`src/rtl/bp_update_ctrl.sv`:
```
// Write sequencer for the branch predictor PHT/BTB: post-reset table sweep, then
// arbitration of the single write port between fetch lookups and a queue of resolved-branch updates.
module bp_update_ctrl #(
  parameter int         PHT_IDX_W  = 10,
  parameter int         BTB_IDX_W  = 7,
  parameter int         BTB_TAG_W  = 22,
  parameter int         DEPTH      = 4,
  parameter int         STARVE_MAX = 3,
  parameter logic [1:0] PHT_INIT   = 2'b01
) (
  input  logic                                clk,
  input  logic                                reset,
  input  logic                                upd_valid_i,
  output logic                                upd_ready_o,
  input  logic [1+PHT_IDX_W+2-1:0]            pht_wbus_i,
  input  logic [2+BTB_IDX_W+BTB_TAG_W+32-1:0] btb_wbus_i,
  input  logic                                lookup_req_i,
  output logic                                lookup_gnt_o,
  output logic                                pht_we_o,
  output logic [PHT_IDX_W-1:0]                pht_waddr_o,
  output logic [1:0]                          pht_wdata_o,
  output logic                                btb_we_o,
  output logic [BTB_IDX_W-1:0]                btb_waddr_o,
  output logic                                btb_wvalid_o,
  output logic [BTB_TAG_W-1:0]                btb_wtag_o,
  output logic [31:0]                         btb_wtarget_o,
  output logic                                init_done_o,
  output logic [$clog2(DEPTH):0]              q_count_o
);

  localparam int PHT_W = 1 + PHT_IDX_W + 2;
  localparam int BTB_W = 2 + BTB_IDX_W + BTB_TAG_W + 32;
  localparam int ENT_W = PHT_W + BTB_W;
  localparam int PTR_W = $clog2(DEPTH);
  localparam int CNT_W = PTR_W + 1;
  localparam int STV_W = $clog2(STARVE_MAX + 1);

  typedef enum logic {ST_INIT, ST_RUN} state_t;

  state_t               state_reg, state_next;
  logic [PHT_IDX_W-1:0] idx_reg, idx_next;
  logic [ENT_W-1:0]     mem_reg [DEPTH];
  logic [PTR_W-1:0]     wr_ptr_reg, rd_ptr_reg;
  logic [CNT_W-1:0]     count_reg, count_next;
  logic [STV_W-1:0]     starve_reg, starve_next;

  logic             push, wslot;
  logic [ENT_W-1:0] head;
  logic [PHT_W-1:0] head_pht;
  logic [BTB_W-1:0] head_btb;

  assign head     = mem_reg[rd_ptr_reg];
  assign head_pht = head[ENT_W-1 -: PHT_W];
  assign head_btb = head[BTB_W-1:0];
  assign q_count_o = count_reg;

  always_comb begin
    state_next    = state_reg;
    idx_next      = idx_reg;
    count_next    = count_reg;
    starve_next   = starve_reg;
    push          = 1'b0;
    wslot         = 1'b0;
    upd_ready_o   = 1'b0;
    lookup_gnt_o  = 1'b0;
    init_done_o   = 1'b0;
    pht_we_o      = 1'b0;
    pht_waddr_o   = '0;
    pht_wdata_o   = '0;
    btb_we_o      = 1'b0;
    btb_waddr_o   = '0;
    btb_wvalid_o  = 1'b0;
    btb_wtag_o    = '0;
    btb_wtarget_o = '0;
    case (state_reg)
      ST_INIT: begin
        pht_we_o    = 1'b1;
        pht_waddr_o = idx_reg;
        pht_wdata_o = PHT_INIT;
        // BTB is shallower: only the low part of the sweep touches it
        btb_we_o    = ((idx_reg >> BTB_IDX_W) == '0);
        btb_waddr_o = idx_reg[BTB_IDX_W-1:0];
        idx_next    = idx_reg + 1'b1;
        if (&idx_reg) state_next = ST_RUN;
      end
      default: begin
        init_done_o  = 1'b1;
        upd_ready_o  = (count_reg < CNT_W'(DEPTH));
        push         = upd_valid_i & upd_ready_o
                       & (pht_wbus_i[PHT_W-1] | btb_wbus_i[BTB_W-1]);
        wslot        = (count_reg != '0)
                       & (!lookup_req_i | (starve_reg == STV_W'(STARVE_MAX)));
        lookup_gnt_o = lookup_req_i & !wslot;

        pht_we_o      = wslot & head_pht[PHT_W-1];
        pht_waddr_o   = head_pht[PHT_IDX_W+1:2];
        pht_wdata_o   = head_pht[1:0];
        btb_we_o      = wslot & head_btb[BTB_W-1];
        btb_wvalid_o  = head_btb[BTB_W-2];
        btb_waddr_o   = head_btb[BTB_TAG_W+32 +: BTB_IDX_W];
        btb_wtag_o    = head_btb[32 +: BTB_TAG_W];
        btb_wtarget_o = head_btb[31:0];

        case ({push, wslot})
          2'b10:   count_next = count_reg + 1'b1;
          2'b01:   count_next = count_reg - 1'b1;
          default: count_next = count_reg;
        endcase

        if (count_reg == '0 || wslot)
          starve_next = '0;
        else if (lookup_gnt_o && starve_reg != STV_W'(STARVE_MAX))
          starve_next = starve_reg + 1'b1;
      end
    endcase
  end

  always_ff @(posedge clk) begin
    if (reset) begin
      state_reg  <= ST_INIT;
      idx_reg    <= '0;
      wr_ptr_reg <= '0;
      rd_ptr_reg <= '0;
      count_reg  <= '0;
      starve_reg <= '0;
    end else begin
      state_reg  <= state_next;
      idx_reg    <= idx_next;
      count_reg  <= count_next;
      starve_reg <= starve_next;
      if (push)  wr_ptr_reg <= wr_ptr_reg + 1'b1;
      if (wslot) rd_ptr_reg <= rd_ptr_reg + 1'b1;
    end
  end

  // Payload storage needs no reset; occupancy alone decides what is valid
  always_ff @(posedge clk) begin
    if (push) mem_reg[wr_ptr_reg] <= {pht_wbus_i, btb_wbus_i};
  end

endmodule

```
`config.mk`:
```
export PLATFORM = sky130hd
export DESIGN_NAME = bp_update_ctrl
export DESIGN_NICKNAME = d
export VERILOG_FILES = /design/src/rtl/bp_update_ctrl.sv
export SDC_FILE = /design/constraint.sdc
export NUM_CORES = 1
export LEC_CHECK = 0
export CORE_MARGIN = 5
export CORE_UTILIZATION = 40
export CTS_CLUSTER_DIAMETER = 150
export DETAILED_ROUTE_END_ITERATION = 8
export PLACE_DENSITY = 0.69
export SETUP_SLACK_MARGIN = 0.02
export SYNTH_ARGS = -nofsm -noshare
export SYNTH_HDL_FRONTEND = slang
export SYNTH_SLANG_ARGS = --single-unit
```
`constraint.sdc`:
```
create_clock -name clk -period 3 [get_ports clk]
set_input_delay 0.3 -clock clk [delete_from_list [all_inputs] [get_ports clk]]
set_output_delay 0.3 -clock clk [all_outputs]
set_load 0.005 [all_outputs]
```
==> metrics.txt, run 1 <==
Top-Level Pins 162; Max-slew headroom 0.625; starting density of the core 0.404; NetSw ~1.8 mW; htree depth 2; WL per Instance between 20 and 25 um; Final ANT Viol Nets 0; crit path DAT approximately 2.5 ns; Yosys warnings 0; f_max 0.361 GHz; clock tree buffer depth 3; Max Cap Viol 0; number of global-route vias before repair between 6k and 7k; # diodes 0; Vias between 6k and 7k; CTS sink cnt 326; clock power share 0.437; Comb pwr share 0.021; initial antenna violation count 3; Netlist cell types 36; largest family of logic cells by synthesized area multiplexers; worst vdd ir 0.523 mV; CTS buffer count 36; Power Density between 500 and 600 mW/mm^2; Seq/Total Area, Yosys 0.755; Hold Crit Class primary input to flop; Layout Nets roughly 910; Pint 7.40 mW; Setup Crit Path Kind flop to output port; Final Setup Violations 0; chip width between 150 and 200 um; core area approximately 0.031 mm^2; commonest non-fill, non-tap cell in the layout edfxtp_1; first-pass GRT wire length roughly 40,000 um; largest net degree at the start of global routing 43; Synth Register Bits ~330; pins over their slew limit 0; Tightest Pin Transition 0.558 ns; most frequent cells in the layout edfxtp_1 (304), clkdlybuf4s50_1 (161), mux4_2 (76); GR Util All Layers 0.144; Clk pin slew, worst setup/hold paths approximately 0.060 ns; Largest register FFs slightly above 300; Compound-Gate Fraction of Synth Area 0.0112; Seq pwr share 0.542; Sw Share 0.193; Placed Cells between 1k and 1.5k; Simple-Gate Fraction of Synth Area 0.0637; CTS Root Cell clkbuf_16; PortBufs between 150 and 200; DP HPWL 15,500 um; critical-path maximum fanout 29; drt first pass iters 4; Final period util 0.924; syn_nets 717; synth-to-layout area growth 26.3%; Skew-Pair Late Insertion Delay between 0.5 and 0.6 ns; # DRC 0; TritonCTS clock tree built; Final Critical Period roughly 2.8 ns; Total Wirelength around 26,000 um; clock skew around 0.023 ns; startpoint types flop; Worst setup EP type output port; final hold violations 0; mux contribution to synthesized area 0.139; post-synthesis adder-cell area fraction 0.00849; row cnt between 60 and 70; syn avg cell area a little over 20 um^2; layout cells sized above 1 0.189; Vias/cell slightly above 5; status completed; gr ovfl total 0; post-synthesis cell count ~630; Netlist Area Pre-Place 0.0127 mm^2; die height between 150 and 200 um; CP required around 2.7 ns; Final Non-Filler Cells ~1.2k; Post-Synth XOR/XNOR Area 0.00414; Pleak about 5 nW; hold buffers post-CTS 0; full die area between 0.03 and 0.04 mm^2; GPL Wtd Cong 0.750; drt initial violations 389; RSZ-0062 raised after global routing no; Filler cells ~2.5k; setup_tns 0 ns
## area by class of cell
cell class | count | area, um^2 | area share
clock inverter | 21 | 163 | 0.0102
sequential | 326 | 9580 | 0.598
timing repair buffer | 182 | 1920 | 0.120
clock buffer | 45 | 935 | 0.0584
multi-input combinational | 267 | 2890 | 0.180
inverter | 6 | 22.5 | 0.00141
tap | 402 | 503 | 0.0314
## per-stage QoR
step	power (mW)	setup WS [ns]	hold slack (ns)	instance area, um^2	utilization
6_report	9.17	0.227	0.415	16000	0.510
5_1_grt	9.51	0.119	0.411	16000	0.510
4_1_cts	9.29	0.0215	0.389	16000	0.509
3_5_place_dp	5.25	0.530	0.459	14900	0.474
3_3_place_gp	5.25	0.561	0.454	14900	0.474
2_1_floorplan	5.09	0.694	0.399	12700	-
## routing by layer
metal  vias to the layer above  global-route usage  routed length (um)
met3                        42              0.0385                1670
met1                      3227               0.194               10900
met2                       184               0.233               12400
met4                         6              0.0401                 499
met5                         -                   0                  41
li1                       2895                   -                   -
## timing repair
action / in CTS / in global routing
resized for setup: 0 / 0
setup buffers: 0 / 3
setup endpoints to repair: 0 / 42
## critical path, stage by stage, from the launching register on
cell and delay, ns:
dfxtp_4 0.59, buf_12 0.28, mux4_2 0.32, mux2_2 0.27, clkdlybuf4s50_1 0.49
## final timing paths
path | startpoint | end | slack, ns | depth (start not counted)
worst max-delay path | flop | pht_waddr_o[8] | 0.23 | 4
worst min-delay path | pht_wbus_i[10] | mem_reg[0][73] | 0.42 | 1
worst max register to register | q_count_o[2] | q_count_o[2] | 0.60 | 7
worst min register to register | starve_reg[1] | starve_reg[1] | 0.47 | 2
## cells in the mapped netlist (all sizes together)
cell type | instances | area, um^2
xor2 | 3 | 26.3
nand2 | 45 | 169
or4b | 1 | 10.0
fa | 1 | 20.0
edfxtp | 304 | 9130
nor2b | 6 | 37.5
a21o | 1 | 7.51
or2 | 1 | 6.26
a22o | 1 | 8.76
nand3 | 2 | 10.0
ha | 7 | 87.6
o31ai | 6 | 45.0
nor4 | 1 | 6.26
nor3 | 4 | 20.0
nand4b | 2 | 32.5
mux4 | 76 | 1710
dfxtp | 22 | 440
nor2 | 12 | 45.0
clkbuf | 11 | 41.3
o21ai | 4 | 20.0
inv | 6 | 22.5
or3 | 2 | 12.5
mux2i | 1 | 10.0
and2 | 60 | 375
nand4 | 2 | 12.5
a21oi | 12 | 60.1
nand2b | 4 | 25.0
or4 | 6 | 45.0
mux2 | 4 | 45.0
buf | 19 | 170
xnor2 | 3 | 26.3
## power groups by stage
stage,Clock [mW],Combinational (mW),Sequential [mW]
6_report,4.01,0.190,4.97
5_1_grt,4.34,0.206,4.97
4_1_cts,4.13,0.190,4.97
3_5_place_dp,0,0.189,5.07
3_3_place_gp,0,0.181,5.07
2_1_floorplan,0,0.0213,5.07
## kinds of logic after synthesis
logic type | count (synthesis)
buffers and inverters | 36
adder cells (fa/ha/maj) | 8
XOR/XNOR | 6
multiplexers | 81
AO/OA/AOI/OAI | 24
flip-flops | 326
AND/OR/NAND/NOR | 148
Power figures use the tool's default switching activity.
==> run 2, diff against run 1 <==
CAP_MARGIN = 30   (was default)
CORE_MARGIN = default   (was 5)
==> run 2 against run 1 <==
  * Clock power is 2% higher
  * Clock skew is 0.0012 ns higher
  * Final cell count is 0.88% lower
  * Register-to-register slack better by 0.09 ns
  * Total power is 0.91% higher
  * Critical path depth stayed put
  * Sequential power hardly changed
  * Non-clock buffer count stayed put
  * First-iteration DRC count is 8.5% higher
  * Die area is 8.3% lower
  * Critical path type unchanged
  * Highest routed layer unchanged
==> metrics.txt, run 2 (same netlist as run 1, synthesis figures left out) <==
Placed Cells 1,173 (was 1,180); crit path capture btb_we_o (was pht_waddr_o[8]); Max-slew headroom 0.611 (was 0.625); synth-to-layout area growth 26.3% (about the same); TritonCTS clock tree built (unchanged); Vias 6,410 (was 6,354); full die area 0.0324 mm^2 (was 0.0354 mm^2); critical-path maximum fanout 23 (was 29); critical register-to-register path startpoint q_count_o[2] (unchanged); gr ovfl total 0 (unchanged); starting density of the core 0.410 (was 0.404); pins over their slew limit 0 (unchanged); core area 0.0309 mm^2 (was 0.0314 mm^2); CP required 2.70 ns (about the same); Max Cap Viol 0 (unchanged); Worst setup EP type output port (unchanged); FF/Latch Area 0.00958 mm^2 (unchanged); setup_tns 0 ns (unchanged); Power Density 578 mW/mm^2 (was 573 mW/mm^2); hold buffers post-CTS 0 (unchanged); htree depth 2 (unchanged); Hold Crit Class primary input to flop (unchanged); CTS buffer count 36 (unchanged); Worst Hold Depth 1 (unchanged); GR Util met1 0.213 (was 0.194); M2 GR Usage 0.260 (was 0.233); Final ANT Viol Nets 0 (unchanged); chip width 180 um (was 188 um); Final Non-Filler Cells 1,238 (was 1,249); gr busiest metal met2 (unchanged); initial antenna violation count 3 (unchanged); GPL Wtd Cong 0.749 (was 0.750); clock skew 0.0240 ns (was 0.0228 ns); CTS sink cnt 326 (unchanged); PortBufs 161 (unchanged); status completed (unchanged); number of global-route vias before repair 6,928 (was 6,902); R2R Setup Slk 0.69 ns (was 0.60 ns); R2R depth 7 (unchanged); GR Layer Usage met3 0.0445 (was 0.0385); drt initial violations 422 (was 389); crit path DAT 2.49 ns (was 2.47 ns); Largest register FFs 304 (unchanged); worst vdd ir 0.417 mV (was 0.523 mV); startpoint types flop (unchanged); Top-Level Pins 162 (unchanged); Total Wirelength 25,000 um (was 25,500 um); CTS Root Cell clkbuf_16 (unchanged); Final Setup Violations 0 (unchanged); first-pass GRT wire length 39,600 um (was 39,900 um); Skew-Pair Late Insertion Delay 0.52 ns (about the same); final hold violations 0 (unchanged); Setup Crit Path Kind flop to output port (unchanged); area taken by multi-input logic gates 0.00289 mm^2 (unchanged); die height 180 um (was 188 um); f_max 0.358 GHz (was 0.361 GHz); commonest non-fill, non-tap cell in the layout edfxtp_1 (unchanged); clock tree buffer depth 3 (unchanged); Vias/cell 5.18 (was 5.09); row cnt 64 (was 65); Final Critical Period 2.79 ns (was 2.77 ns); Clk pin slew, worst setup/hold paths 0.05 ns (was 0.06 ns); DP HPWL 14,900 um (was 15,500 um); layout cells sized above 1 0.187 (was 0.189); Tightest Pin Transition 0.581 ns (was 0.558 ns); largest net degree at the start of global routing 49 (was 43); drt first pass iters 4 (unchanged); most frequent cells in the layout edfxtp_1 (304), clkdlybuf4s50_1 (161), mux4_2 (76) (unchanged); Filler cells 2,475 (was 2,530); WL per Instance 20.2 um (was 20.4 um); Setup crit start state_reg; Final period util 0.930 (was 0.924); GR Util All Layers 0.160 (was 0.144); # DRC 0 (unchanged); Pleak 5.10 nW (about the same); reg2reg end q_count_o[2] (unchanged); RSZ-0062 raised after global routing no (unchanged); Layout Nets 907 (unchanged)
## run 2: cell count changes in the layout (fill, tap and decap cells not counted), sizes merged
cell | before | now
clkinvlp | 2 | 0
bufinv | 1 | 2
clkinv | 18 | 8
inv | 6 | 8
clkbuf | 45 | 48
diode | 0 | 1
## run 2: how the worst min path moves through the flow
stage	from	endpoint	slack [ns]
3_5_place_dp	starve_reg[1]	starve_reg[1]	0.46
4_1_cts	btb_wbus_i[40]	mem_reg[3][40]	0.40
5_1_grt	btb_wbus_i[2]	mem_reg[0][2]	0.41
6_report	btb_wbus_i[40]	mem_reg[3][40]	0.42
3_3_place_gp	starve_reg[1]	starve_reg[1]	0.45
2_1_floorplan	btb_wbus_i[0]	mem_reg[0][0]	0.40
## run 2: area by class of cell
type / count / area share
Clock inverter: 12 / 0.00704
Antenna cell: 1 / 0.000156
Inverter: 6 / 0.00141
Clock buffer: 48 / 0.0610
Sequential cell: 326 / 0.599
Timing Repair Buffer: 182 / 0.121
Tap cell: 396 / 0.0310
Multi-Input combinational cell: 267 / 0.180
## run 2: critical path, stage by stage, from the launching register on
cell             delay, ns
dfxtp_4               0.52
inv_1                 0.24
nor3_1                0.49
a22o_1                0.23
clkdlybuf4s50_1       0.51
## run 2: what timing repair did
item,CTS,global route
resized for setup,0,2
setup endpoints to repair,0,10
setup buffers,0,4
## run 2: layer usage
layer | wire length, um | share of wire
met1 | 10700 | 0.43
met2 | 12200 | 0.49
met3 | 1560 | 0.063
met4 | 471 | 0.019
met5 | 26 | 0.0010
## run 2: per-stage QoR
step / area [um^2] / total power, mW / util / hold WS [ns] / setup slack [ns]
after floorplan: 12700 / 5.09 / - / 0.399 / 0.694
after global placement: 14900 / 5.25 / 0.481 / 0.455 / 0.574
after detailed placement: 14900 / 5.25 / 0.481 / 0.460 / 0.538
after CTS: 16000 / 9.35 / 0.516 / 0.397 / 0.0702
after global routing: 16000 / 9.56 / 0.518 / 0.409 / 0.0808
final: 16000 / 9.25 / 0.518 / 0.416 / 0.210
## run 2: report_power, final
part	internal, mW	leakage [nW]	switching, mW	total [mW]
Clock	2.45	0.534	1.64	4.09
Sequential	4.96	2.91	0.00590	4.97
Combinational	0.112	1.66	0.0757	0.188
